File: config.mk
export PLATFORM = sky130hd
export DESIGN_NAME = reg_bank_param
export DESIGN_NICKNAME = d
export VERILOG_FILES = /design/src/rtl/reg_bank_param.sv
export SDC_FILE = /design/constraint.sdc
export NUM_CORES = 2
export LEC_CHECK = 0
export BUFFER_PORTS_ARGS = -buffer_cell sky130_fd_sc_hd__buf_2
export CAP_MARGIN = 20
export CORE_AREA = 5 5 448 450
export CTS_BUF_LIST = sky130_fd_sc_hd__clkbuf_4
export CTS_CLUSTER_SIZE = 14
export DETAILED_ROUTE_END_ITERATION = 10
export DIE_AREA = 0 0 453 455
export SLEW_MARGIN = 20
export SYNTH_ARGS = -nofsm -noshare
export SYNTH_HDL_FRONTEND = slang
export SYNTH_SLANG_ARGS = --single-unit
File: constraint.sdc
create_clock -name clk -period 2.3 [get_ports clk]
set_clock_uncertainty 0.1 [all_clocks]
set_input_delay 0.345 -clock clk [delete_from_list [all_inputs] [get_ports clk]]
set_output_delay 0.345 -clock clk [all_outputs]
set_load 0.03 [all_outputs]
File: src/rtl/reg_bank_param.sv
// reg_bank_param: parametrised DEPTH x WIDTH register bank for the decode stage.
// Two combinational read ports, one synchronous write port, optional hardwired
// zero register, optional write-to-read forwarding, a per-register pending
// scoreboard for hazard detection and a DEPTH-cycle bulk-clear sequencer.
module reg_bank_param #(
  parameter int WIDTH    = 32,
  parameter int DEPTH    = 32,
  parameter bit ZERO_REG = 1'b1,
  parameter bit BYPASS   = 1'b1,
  localparam int AW      = $clog2(DEPTH)
) (
  input  logic                   clk,
  input  logic                   rst_n,
  input  logic                   WriteFlag,
  input  logic [AW-1:0]          DirW,
  input  logic [WIDTH-1:0]       WriteData,
  output logic                   WriteReady,
  input  logic [AW-1:0]          DirA,
  input  logic [AW-1:0]          DirB,
  output logic [WIDTH-1:0]       OutputA,
  output logic [WIDTH-1:0]       OutputB,
  input  logic                   IssueFlag,
  input  logic [AW-1:0]          DirI,
  output logic                   PendA,
  output logic                   PendB,
  input  logic                   ClearReq,
  output logic                   ClearBusy,
  output logic                   ClearDone,
  output logic [DEPTH*WIDTH-1:0] DebugAll
);

  typedef enum logic {IDLE, CLEAR} state_t;

  state_t           state;
  state_t           nextState;
  logic [AW-1:0]    clearCnt;
  logic             clearStart;
  logic [WIDTH-1:0] rf [DEPTH];
  logic [DEPTH-1:0] pend;
  logic [DEPTH-1:0] pendNext;
  logic             writeAccept;
  logic             issueAccept;
  logic             writeStore;

  // Writes and issues are only taken while the sequencer is not clearing.
  assign WriteReady  = !ClearBusy;
  assign writeAccept = WriteFlag && WriteReady;
  assign issueAccept = IssueFlag && WriteReady;
  // A write to the hardwired zero register is accepted but never stored.
  assign writeStore  = writeAccept && !(ZERO_REG && (DirW == '0));

  // Clear sequencer state register.
  always_ff @(posedge clk or negedge rst_n) begin
    if (!rst_n) state <= IDLE;
    else        state <= nextState;
  end

  // Clear sequencer next state and status outputs.
  always_comb begin
    nextState  = state;
    ClearBusy  = 1'b0;
    ClearDone  = 1'b0;
    clearStart = 1'b0;
    case (state)
      IDLE: begin
        if (ClearReq) begin
          nextState  = CLEAR;
          clearStart = 1'b1;
        end
      end
      CLEAR: begin
        ClearBusy = 1'b1;
        if (clearCnt == AW'(DEPTH - 1)) begin
          ClearDone = 1'b1;
          nextState = IDLE;
        end
      end
      default: nextState = IDLE;
    endcase
  end

  // Clear counter walks every register index once per sequence; it wraps
  // back to zero on the final cycle.
  always_ff @(posedge clk or negedge rst_n) begin
    if (!rst_n)         clearCnt <= '0;
    else if (clearStart) clearCnt <= '0;
    else if (ClearBusy)  clearCnt <= clearCnt + AW'(1);
  end

  // Register storage: the clear sequencer owns the array while busy.
  always_ff @(posedge clk or negedge rst_n) begin
    if (!rst_n) begin
      for (int i = 0; i < DEPTH; i++) rf[i] <= '0;
    end else if (ClearBusy) begin
      rf[clearCnt] <= '0;
    end else if (writeStore) begin
      rf[DirW] <= WriteData;
    end
  end

  // Scoreboard update: a completing write clears, an issue sets (set wins on
  // the same address), entering a clear wipes everything.
  always_comb begin
    pendNext = pend;
    if (clearStart) begin
      pendNext = '0;
    end else begin
      if (writeAccept) pendNext[DirW] = 1'b0;
      if (issueAccept) pendNext[DirI] = 1'b1;
    end
    if (ZERO_REG) pendNext[0] = 1'b0;
  end

  // Scoreboard register.
  always_ff @(posedge clk or negedge rst_n) begin
    if (!rst_n) pend <= '0;
    else        pend <= pendNext;
  end

  // Pending lookups reflect only the registered scoreboard.
  assign PendA = pend[DirA];
  assign PendB = pend[DirB];

  // Read port A with zero register and optional same-cycle forwarding.
  always_comb begin
    OutputA = rf[DirA];
    if (ZERO_REG && (DirA == '0))
      OutputA = '0;
    else if (BYPASS && writeAccept && (DirW == DirA))
      OutputA = WriteData;
  end

  // Read port B with zero register and optional same-cycle forwarding.
  always_comb begin
    OutputB = rf[DirB];
    if (ZERO_REG && (DirB == '0))
      OutputB = '0;
    else if (BYPASS && writeAccept && (DirW == DirB))
      OutputB = WriteData;
  end

  // Flattened view of the whole array for the debug/display logic.
  for (genvar g = 0; g < DEPTH; g++) begin : gDebug
    assign DebugAll[g*WIDTH +: WIDTH] = rf[g];
  end

endmodule
==> flow_metrics.tcl <==
set metrics [dict create \
    status "finished with violations" \
    violations "negative setup slack" \
    finish.net_count 7412 \
    crit_family "compound AO/OA/AOI/OAI gates" \
    rows 163 \
    clk_pin_slew_ps 70 \
    grt_util_all_layers_pct 39.4 \
    gp_congestion 1.05 \
    crit_path_end_kind "output port" \
    grt_max_degree 98 \
    top_usage_layer "met2" \
    grt_pass1_vias 61358 \
    die_w_um 453 \
    netlist.area_leader.share_pct 47.3 \
    synth_area_leader_cell "dfrtp_1" \
    drive_gt1_share_pct 57.7 \
    async_flop_share_pct 100 \
    cp_cell_sequence "mux4_2 -> a22o_1 -> a221o_1 -> a22oi_2 -> nand2_4 -> buf_12" \
    postRouteAntennaNets 0 \
    synth_enable_flop_cells 0 \
    cts_max_path_buffers 4 \
    hpwl_mm 322 \
    reg2reg_from "state" \
    drt_pre_antenna_iters 5 \
    grt_use_met3_pct 17.4 \
    cp_num_buf_inv 1 \
    maxCapViolCount 0 \
    htree_levels 5 \
    hold_path_startpoint "WriteData[11]" \
    irDropWorstVdd_v 0.000534 \
    fp.dieArea_um2 206000 \
    slew_headroom_pct 42.1 \
    dp_cells 9436 \
    final_common_cell "buf_4" \
    synth_fp_nets 4495 \
    ys_types 65 \
    post-route-drc-count 0 \
    design.portCount 1150 \
    arrival_ps 3710 \
    use_met2_pct 54.7 \
    clock_latency_ps 1430 \
    instances_no_fill 10251 \
    wire_per_inst_um 41.2 \
    grt_pass1_wl_mm 556 \
    r2r_slack_ps -420 \
    rsz0062_at_grt "yes" \
    core_area_um2 196000 \
    postSynthAreaPerCell_um2 12.7 \
    holdCritPathClass "in -> reg" \
    grt_use_met1_pct 49.3 \
    antenna_found_initial 40 \
    multi_input_area_um2 29500 \
    fin_ws_ps -1850 \
    die_h_um 455 \
    slowest_stage "mux4_2" \
    ys_ff_latch 1061 \
    cp.depth 6 \
    root_buffer "clkbuf_4" \
    max_freq_ghz 0.241 \
    register_area_um2 26600 \
    setup_viol 1895 \
    timing.rr.end "DebugAll[452]" \
    fin_crit_sh_pct 181 \
    synth-seq-area-share_pct 47.3 \
    synthFlopType "dfrtp_1" \
    crit_path_max_incr_delay_ps 590 \
    ys_top_cells_by_area "dfrtp_1 (47%), a22o_1 (16%), mux4_2 (14%)" \
    ys.warnings.count 0 \
    syn_area_um2 56200 \
    cp_max_fo 2 \
    area_growth_pct 64.3 \
    powerDensity_nw_per_um2 897 \
    ff2ff_path_depth 10 \
    cts.sinks 1061 \
    viasPerCell 6.15 \
    hold_viol_final 0 \
    cts_made_buffers 334 \
    layout_common_cells "buf_4 (1288), a22o_1 (1000), dfrtp_1 (994)" \
    dp_slack_ps -1600 \
    cts_tree "yes" \
    drt_iter0_drc 8935 \
    start_util_pct 28.6 \
    path_class "reg -> out" \
    cp.required_ps 1860 \
    overflow 0 \
    hold_slack_ps 100 \
    drv_slew 0 \
    worst_pin_slew_ps 865 \
    netlist_instances 4433 \
    n_fill_cell 17967 \
    critPathLaunchType "flip-flop" \
    critPathLaunch "DebugAll[354]" \
    vias 62998 \
    finalPower_uw 82800 \
    port_buffers 1149 \
    fin_crit_ps 4150 \
    crit_end "OutputB[2]" \
    fin_util_pct 47.0 \
    drt-total-wl_mm 422 \
    p_leak_uw 0.0455 \
]
[how the worst min path moves through the flow]
| stage | to | slack (ps) | depth (start not counted) |
|---|---|---|---|
| 4_1_cts | pend[28] | 2 | 5 |
| 6_report | DebugAll[395] | 100 | 4 |
| 2_1_floorplan | DebugAll[0] | -50 | 0 |
| 3_3_place_gp | DebugAll[852] | 260 | 1 |
| 5_1_grt | DebugAll[491] | 30 | 4 |
| 3_5_place_dp | DebugAll[852] | 260 | 1 |
[synthesized netlist by cell type, types with 69 or more instances]
cell and number:
buf_2 124, clkbuf_1 315, nand2_1 155, nor2_1 106, o22ai_1 69, mux2i_1 414
a22oi_1 170, dfrtp_1 1061, a22o_1 1003, mux4_2 338, nor3_1 76, a21oi_1 98
[cell type report]
cell class                      count  share of cell area [%]
Multi-Input combinational cell   2796                    32.0
Timing Repair Buffer             3148                    31.1
Sequential cell                  1061                    28.9
Clock buffer                      473                    3.85
Tap cell                         2640                    3.58
Clock inverter                     90                   0.488
Antenna cell                       34                  0.0922
Inverter                            9                  0.0529
[flip-flops by register name, indices dropped and copies added (netlist names)]
signal / cells
DebugAll: 1024
clearCnt: 5
pend: 31
state: 1
[routing by layer]
layer | wire, µm | share of wire, % | vias up
met2 | 171000 | 40 | 5561
met4 | 37000 | 8.8 | 20
met5 | 137 | 0.032 | -
met3 | 59100 | 14 | 1280
li1 | - | - | 23768
met1 | 156000 | 37 | 32369
[cells by family (layout without fill, tap and decap cells)]
group,Yosys count,after routing,synth area share [%]
AOI/OAI and AO/OA,1532,1532,22.0
and+or+nand+nor,491,491,4.29
xor gates and xnor gates,12,12,0.187
other,0,34,0
muxes,756,756,21.0
adders and majority gates,5,5,0.111
buffers and inverters,576,3720,5.11
DFF,1061,1061,47.3
[where the power goes]
group	switching [µW]	internal (µW)	total (µW)	leakage, µW
Clock	9590	9830	19400	0.00241
Combinational	22800	16000	38800	0.0285
Sequential	2890	21700	24600	0.0146
Total	35300	47600	82800	0.0455
[timing repair]
item	in CTS	in global routing
resized for setup	1049	796
endpoints found under the setup margin	1164	1601
cloned	0	0
endpoints found under the hold margin	2090	0
hold buffers	83	0
pin swaps	147	116
buffers inserted	119	165
[worst register-to-register path, cell delays in order, from the launching register on]
cell     delay (ps)
dfrtp_2         430
buf_6           120
buf_6           110
buf_12          130
buf_8           130
buf_4           210
and2_1          190
buf_12          140
a21oi_4         620
buf_4           350
a22o_1          160
[through the flow]
step                setup TNS (ps)  instance area (µm²)
global placement            -79820                80100
finish                     -503750                92300
global route               -586670                92200
CTS                        -516510                89400
detailed placement          -85000                80200
floorplan                    -2680                57000
Power figures use the tool's default switching activity.
